## src/rtl/uart_pkg.sv

```systemverilog
// rtl/uart_pkg.sv - shared UART constants and receiver state encoding
package uart_pkg;

  // Link defaults shared by the receiver, transmitter and divider
  localparam int UART_CLKS_PER_BIT = 1304;
  localparam int UART_DATA_BITS    = 8;

  typedef enum logic [2:0] {
    ST_IDLE  = 3'd0,
    ST_START = 3'd1,
    ST_DATA  = 3'd2,
    ST_STOP  = 3'd3,
    ST_BREAK = 3'd4
  } uart_state_e;

endpackage

```

## src/rtl/uart_bit_timer.sv

```systemverilog
// rtl/uart_bit_timer.sv - bit-period counter with half-period option and terminal tick
module uart_bit_timer #(
  parameter int CLKS_PER_BIT = 1304
) (
  input  logic clk,
  input  logic clr,
  input  logic clear,
  input  logic load_half,
  output logic tick
);

  localparam int CW   = $clog2(CLKS_PER_BIT);
  localparam int HALF = CLKS_PER_BIT / 2;
  localparam logic [CW-1:0] FULL_TC = CW'(CLKS_PER_BIT - 1);
  localparam logic [CW-1:0] HALF_TC = CW'(HALF - 1);

  logic [CW-1:0] cnt;

  // Tick on the last count of the selected period; the counter wraps to 0 at the same edge
  assign tick = !clear && (cnt == (load_half ? HALF_TC : FULL_TC));

  // Count up, restarting on clear or after each tick
  always_ff @(posedge clk or posedge clr) begin
    if (clr)
      cnt <= '0;
    else if (clear || tick)
      cnt <= '0;
    else
      cnt <= cnt + 1'b1;
  end

endmodule

```

## src/rtl/uart_rx.sv

```systemverilog
// rtl/uart_rx.sv - 8N1 UART receiver with centre sampling and valid/ready output
module uart_rx
  import uart_pkg::*;
#(
  parameter int CLKS_PER_BIT = UART_CLKS_PER_BIT,
  parameter int DATA_BITS    = UART_DATA_BITS
) (
  input  logic                 clk,
  input  logic                 clr,
  input  logic                 rx,
  output logic [DATA_BITS-1:0] rx_data,
  output logic                 rx_valid,
  input  logic                 rx_ready,
  output logic                 frame_err,
  output logic                 overrun
);

  localparam int IW = (DATA_BITS > 1) ? $clog2(DATA_BITS) : 1;
  localparam logic [IW-1:0] LAST_BIT = IW'(DATA_BITS - 1);

  logic                 rx_meta;
  logic                 rxs;
  uart_state_e          state;
  logic [IW-1:0]        bit_idx;
  logic [DATA_BITS-1:0] shreg;
  logic [DATA_BITS-1:0] shreg_next;
  logic                 tick;
  logic                 timer_clear;
  logic                 timer_half;

  // Two-flop synchronizer; reset to the idle (high) line level
  always_ff @(posedge clk or posedge clr) begin
    if (clr) begin
      rx_meta <= 1'b1;
      rxs     <= 1'b1;
    end else begin
      rx_meta <= rx;
      rxs     <= rx_meta;
    end
  end

  // Timer held at zero while waiting for an edge so every frame starts from a clean count
  assign timer_clear = (state == ST_IDLE) || (state == ST_BREAK);
  assign timer_half  = (state == ST_START);

  uart_bit_timer #(
    .CLKS_PER_BIT(CLKS_PER_BIT)
  ) u_timer (
    .clk      (clk),
    .clr      (clr),
    .clear    (timer_clear),
    .load_half(timer_half),
    .tick     (tick)
  );

  // Next shift value: new sample enters at the MSB so the first wire bit ends up at the LSB
  always_comb begin
    shreg_next                = shreg >> 1;
    shreg_next[DATA_BITS-1]   = rxs;
  end

  // Receive FSM, shift register, output register and handshake
  always_ff @(posedge clk or posedge clr) begin
    if (clr) begin
      state     <= ST_IDLE;
      bit_idx   <= '0;
      shreg     <= '0;
      rx_data   <= '0;
      rx_valid  <= 1'b0;
      frame_err <= 1'b0;
      overrun   <= 1'b0;
    end else begin
      frame_err <= 1'b0;
      overrun   <= 1'b0;
      if (rx_valid && rx_ready)
        rx_valid <= 1'b0;

      case (state)
        ST_IDLE: begin
          if (!rxs)
            state <= ST_START;
        end

        ST_START: begin
          if (tick) begin
            if (rxs) begin
              state <= ST_IDLE;
            end else begin
              state   <= ST_DATA;
              bit_idx <= '0;
            end
          end
        end

        ST_DATA: begin
          if (tick) begin
            shreg <= shreg_next;
            if (bit_idx == LAST_BIT)
              state <= ST_STOP;
            else
              bit_idx <= bit_idx + 1'b1;
          end
        end

        ST_STOP: begin
          if (tick) begin
            if (rxs) begin
              // Output may be refilled when empty or when it is being consumed this edge
              if (!rx_valid || rx_ready) begin
                rx_data  <= shreg;
                rx_valid <= 1'b1;
              end else begin
                overrun <= 1'b1;
              end
              state <= ST_IDLE;
            end else begin
              frame_err <= 1'b1;
              state     <= ST_BREAK;
            end
          end
        end

        ST_BREAK: begin
          if (rxs)
            state <= ST_IDLE;
        end

        default: state <= ST_IDLE;
      endcase
    end
  end

endmodule

```

## config.mk

```make
export PLATFORM = sky130hd
export DESIGN_NAME = uart_rx
export DESIGN_NICKNAME = d
export VERILOG_FILES = /design/src/rtl/uart_pkg.sv /design/src/rtl/uart_bit_timer.sv /design/src/rtl/uart_rx.sv
export SDC_FILE = /design/constraint.sdc
export NUM_CORES = 1
export LEC_CHECK = 0
export BUFFER_PORTS_ARGS = -buffer_cell sky130_fd_sc_hd__buf_2
export CORE_MARGIN = 10
export CORE_UTILIZATION = 44
export DETAILED_ROUTE_END_ITERATION = 8
export SLEW_MARGIN = 25
export SYNTH_ARGS = -nofsm -noshare
export SYNTH_HDL_FRONTEND = slang
export SYNTH_SLANG_ARGS = --single-unit
```

## constraint.sdc

```tcl
create_clock -name clk -period 3.6 [get_ports clk]
set_input_delay 0.54 -clock clk [delete_from_list [all_inputs] [get_ports clk]]
set_output_delay 0.54 -clock clk [all_outputs]
set_load 0.02 [all_outputs]
```

==> results.txt <==
The antenna violation net count after detailed routing came out at 0. The static leakage is 0.000981 µW. The clock latency on the worst-skew pair is 0.28 ns. The total die area is 7140 µm². The final non-filler cell total is 222. The sequential-to-total area share from yosys stat is 0.521. The total of fill cells in the finished design is 359.

The final setup slack of the worst path is 1.75 ns. The number of hold violations in the final report came out at 0. The delay contributed by the slowest stage of the critical path is 0.44 ns. After the first detailed-routing iteration, the DRC count stood at 70. The pin count of the biggest net entering global routing is 39. The detail-routed net length per standard cell came out at 14.5 µm. The kind of cell adding the most delay to the critical path is simple AND/OR/NAND/NOR gates. The wire length of the first global-routing pass is 5470 µm.

The wire length after detailed routing came out at 3220 µm. The relative slew slack came out at 0.691. The detailed-route DRC error count is 0.

The total via count after detailed routing came out at 1167. The final count of pins violating max slew was 0. The TritonCTS clock tree is yes. Setup violations remaining at the end of the flow were counted as 0.

The worst reg-to-reg path cell count is 5. The clock period could shrink to 1.85 ns. The number of H-tree levels is 2.

The number of iterations in the first detailed-routing pass came out at 4. The critical path is of the flip-flop to flip-flop type. After the last flow step, the layout net total stands at 178. The share of the clock period used by the worst path is 0.513. Routability-driven placement finished with a final weighted congestion of 0.804.

The arrival time of the worst setup path came out at 1.99 ns. The overall die height is 84.5 µm. The register bit count reported by yosys came out at 38. For this run the aggregate overflow at the end of global routing stands at 0. After routing, the total negative slack on setup checks comes to 0 ns. The flow ran to the end, and the final reports show no timing, DRC or antenna violations. The number of buffers added to fix hold violations after cts came out at 0. The synthesized netlist net count is 159. The worst-case clock buffer depth is 2. The share of the synthesized area in the top cell type is 0.492. In the layout the commonest cells are 36 x sky130_fd_sc_hd__dfrtp_1, 19 x sky130_fd_sc_hd__nor2_1, 16 x sky130_fd_sc_hd__mux2_2. Setup repair after global routing left no endpoint under its margin. The startpoint identified for the worst register-to-register timing path is u_timer.cnt[0]. From left edge to right edge, the die measures 84.5 µm.

In the global route stage, overall resource usage came out at 0.0895. Power spread over the standard cell area amounts to 352 nW/µm². For this design the top-level I/O count stands at 15. The transition time of the tightest slew-check pin came out at 0.462 ns. The average instance area after synthesis came out at 12.0 µm². The total standard cell area after synthesis is 1830 µm².

The clock sink count came out at 38. The wire-length estimate of the detail-placed layout is 2400 µm. The worst setup path is launched from a flip-flop. The top achievable clock speed came out at 0.542 GHz. The number of enable-type register cells in the synthesized netlist is 0. Clock-pin slew was measured on the worst setup and hold paths at 0.08 ns. The final worst clock skew came out at 0.0109 ns. The buffers plus inverters on the worst setup path came out at 0. Traced cell by cell, the critical path runs through ha_1 -> and4b_1 -> nand4_2 -> nand3b_1 -> nor2_1.

The pre-CTS setup slack is 1.78 ns. The worst setup path is captured at a flip-flop. The count of max-cap constraint violations came out at 0. The Yosys warning count is 0. The standard cell core area came out at 4000 µm². The path type of the worst min-delay path is input port to async pin. The largest area contributor in the netlist is sky130_fd_sc_hd__dfrtp_1.

IR analysis of the VDD net gives a maximum drop of 0.278 mV. The reg2reg setup slack is 1.75 ns. The number of global-route vias before repair came out at 1180. Along the worst path, the maximum fanout reaches 11. The library cell used most frequently in the layout, excluding fill and tap cells, is sky130_fd_sc_hd__dfrtp_1.

The number of antenna violations at the first check in global routing is 0. Yosys attributes the largest share of cell area to sky130_fd_sc_hd__dfrtp_1 49%, sky130_fd_sc_hd__mux2_2 9.8%, sky130_fd_sc_hd__nor2_1 3.9%. The proportion of layout cells with a drive suffix above 1 is 0.314. Dividing the detail-routed via count by the number of cells gives 5.26. The number of rows in the core area came out at 23. The endpoint of the worst-slack reg-to-reg timing path is u_timer.cnt[4]. The number of cells on the critical path came out at 5.

The prevailing post-synth register cell is sky130_fd_sc_hd__dfrtp_1. The share of async-settable or async-resettable flops after synthesis came out at 1.00. In this run, placement finished with an instance count of 214.

The post-synthesis cell count came out at 152. For this configuration, the core starts out at a cell density of 0.458. The count of cell types in the netlist came out at 44. The required time of the critical path came out at 3.75 ns. 0 antenna diodes ended up in the layout. The count of input and output buffers came out at 14. The buffer cell driving the clock tree root is sky130_fd_sc_hd__clkbuf_8.

Among all stages on the critical path, the largest delay is contributed by sky130_fd_sc_hd__nand3b_1. The number of clock buffers inserted by TritonCTS is 5. Buffers added to address setup during post-CTS repair amount to 0. The area overhead of the layout relative to synthesis came out at 11.0%.

The post-CTS resize count came out at 0.
## cell usage after synthesis, types with 2 or more instances
master and instances:
sky130_fd_sc_hd__a21oi_1 5, sky130_fd_sc_hd__and3_1 3, sky130_fd_sc_hd__and3_2 2, sky130_fd_sc_hd__and4b_1 2, sky130_fd_sc_hd__and4bb_2 2, sky130_fd_sc_hd__dfrtp_1 36
sky130_fd_sc_hd__dfstp_2 2, sky130_fd_sc_hd__ha_1 3, sky130_fd_sc_hd__inv_1 7, sky130_fd_sc_hd__mux2_2 16, sky130_fd_sc_hd__mux2i_1 2, sky130_fd_sc_hd__nand2_1 7
sky130_fd_sc_hd__nand3_1 7, sky130_fd_sc_hd__nand4_1 3, sky130_fd_sc_hd__nor2_1 19, sky130_fd_sc_hd__xnor2_1 5, sky130_fd_sc_hd__xor2_1 4
## layer usage
metal  wire (µm)  global-route usage
met1        1540               0.109
met5           0                   0
met4          19              0.0269
met3         110              0.0300
met2        1550               0.146
## flip-flops by register name (all words and copies together), names as in the netlist
name and flops:
rx_data 8, bit_idx 3, shreg 8, state 3, frame_err 1, rx_meta 1, rxs 1, rx_valid 1
overrun 1, u_timer.cnt 11
## cell families after synthesis
| logic type | after synthesis | share of synthesized area |
|---|---|---|
| flip-flops | 38 | 0.521 |
| AO/OA/AOI/OAI | 11 | 0.0499 |
| multiplexers | 19 | 0.118 |
| adder cells (fa/ha/maj) | 3 | 0.0205 |
| XOR/XNOR | 9 | 0.0431 |
| AND/OR/NAND/NOR | 62 | 0.222 |
| buffers and inverters | 10 | 0.0260 |
## worst reg2reg max path: stages, from the launching register on
cell                       delay [ns]
sky130_fd_sc_hd__dfrtp_1         0.39
sky130_fd_sc_hd__ha_1            0.28
sky130_fd_sc_hd__and4b_1         0.30
sky130_fd_sc_hd__nand4_2         0.20
sky130_fd_sc_hd__nand3b_1        0.44
sky130_fd_sc_hd__nor2_1          0.10
## layout make-up
type,count,area [µm²],area share
clock buffers,6,72.6,0.0357
clock inverters,2,10.0,0.00493
flip-flops and latches,38,953,0.469
repair buffers,15,77.6,0.0382
multi-input cells,104,830,0.408
inverters,7,26.3,0.0129
well taps,50,62.6,0.0308
## metrics by stage
stage / hold WS [ns] / power (µW) / cell area (µm²) / utilization
2_1_floorplan: 0.345 / 446 / 1830 / -
3_3_place_gp: 0.351 / 451 / 1950 / 0.487
3_5_place_dp: 0.347 / 452 / 1950 / 0.487
4_1_cts: 0.349 / 728 / 2030 / 0.508
5_1_grt: 0.341 / 753 / 2030 / 0.508
6_report: 0.350 / 716 / 2030 / 0.508
## how the worst max path moves through the flow
stage | from | to
after detailed placement | u_timer.cnt[0] | u_timer.cnt[4]
after global routing | bit_idx[0] | bit_idx[1]
after floorplan | bit_idx[0] | bit_idx[0]
after CTS | u_timer.cnt[0] | u_timer.cnt[4]
after global placement | u_timer.cnt[0] | u_timer.cnt[3]
final | u_timer.cnt[0] | u_timer.cnt[4]
## power breakdown
part	leakage (µW)	switching (µW)	total, µW	internal, µW
logic	0.000427	9.42	12.4	2.99
registers	0.000509	1.44	430	429
clock network	0.0000450	139	274	134
Note: power is estimated with default switching activity, not from simulation.
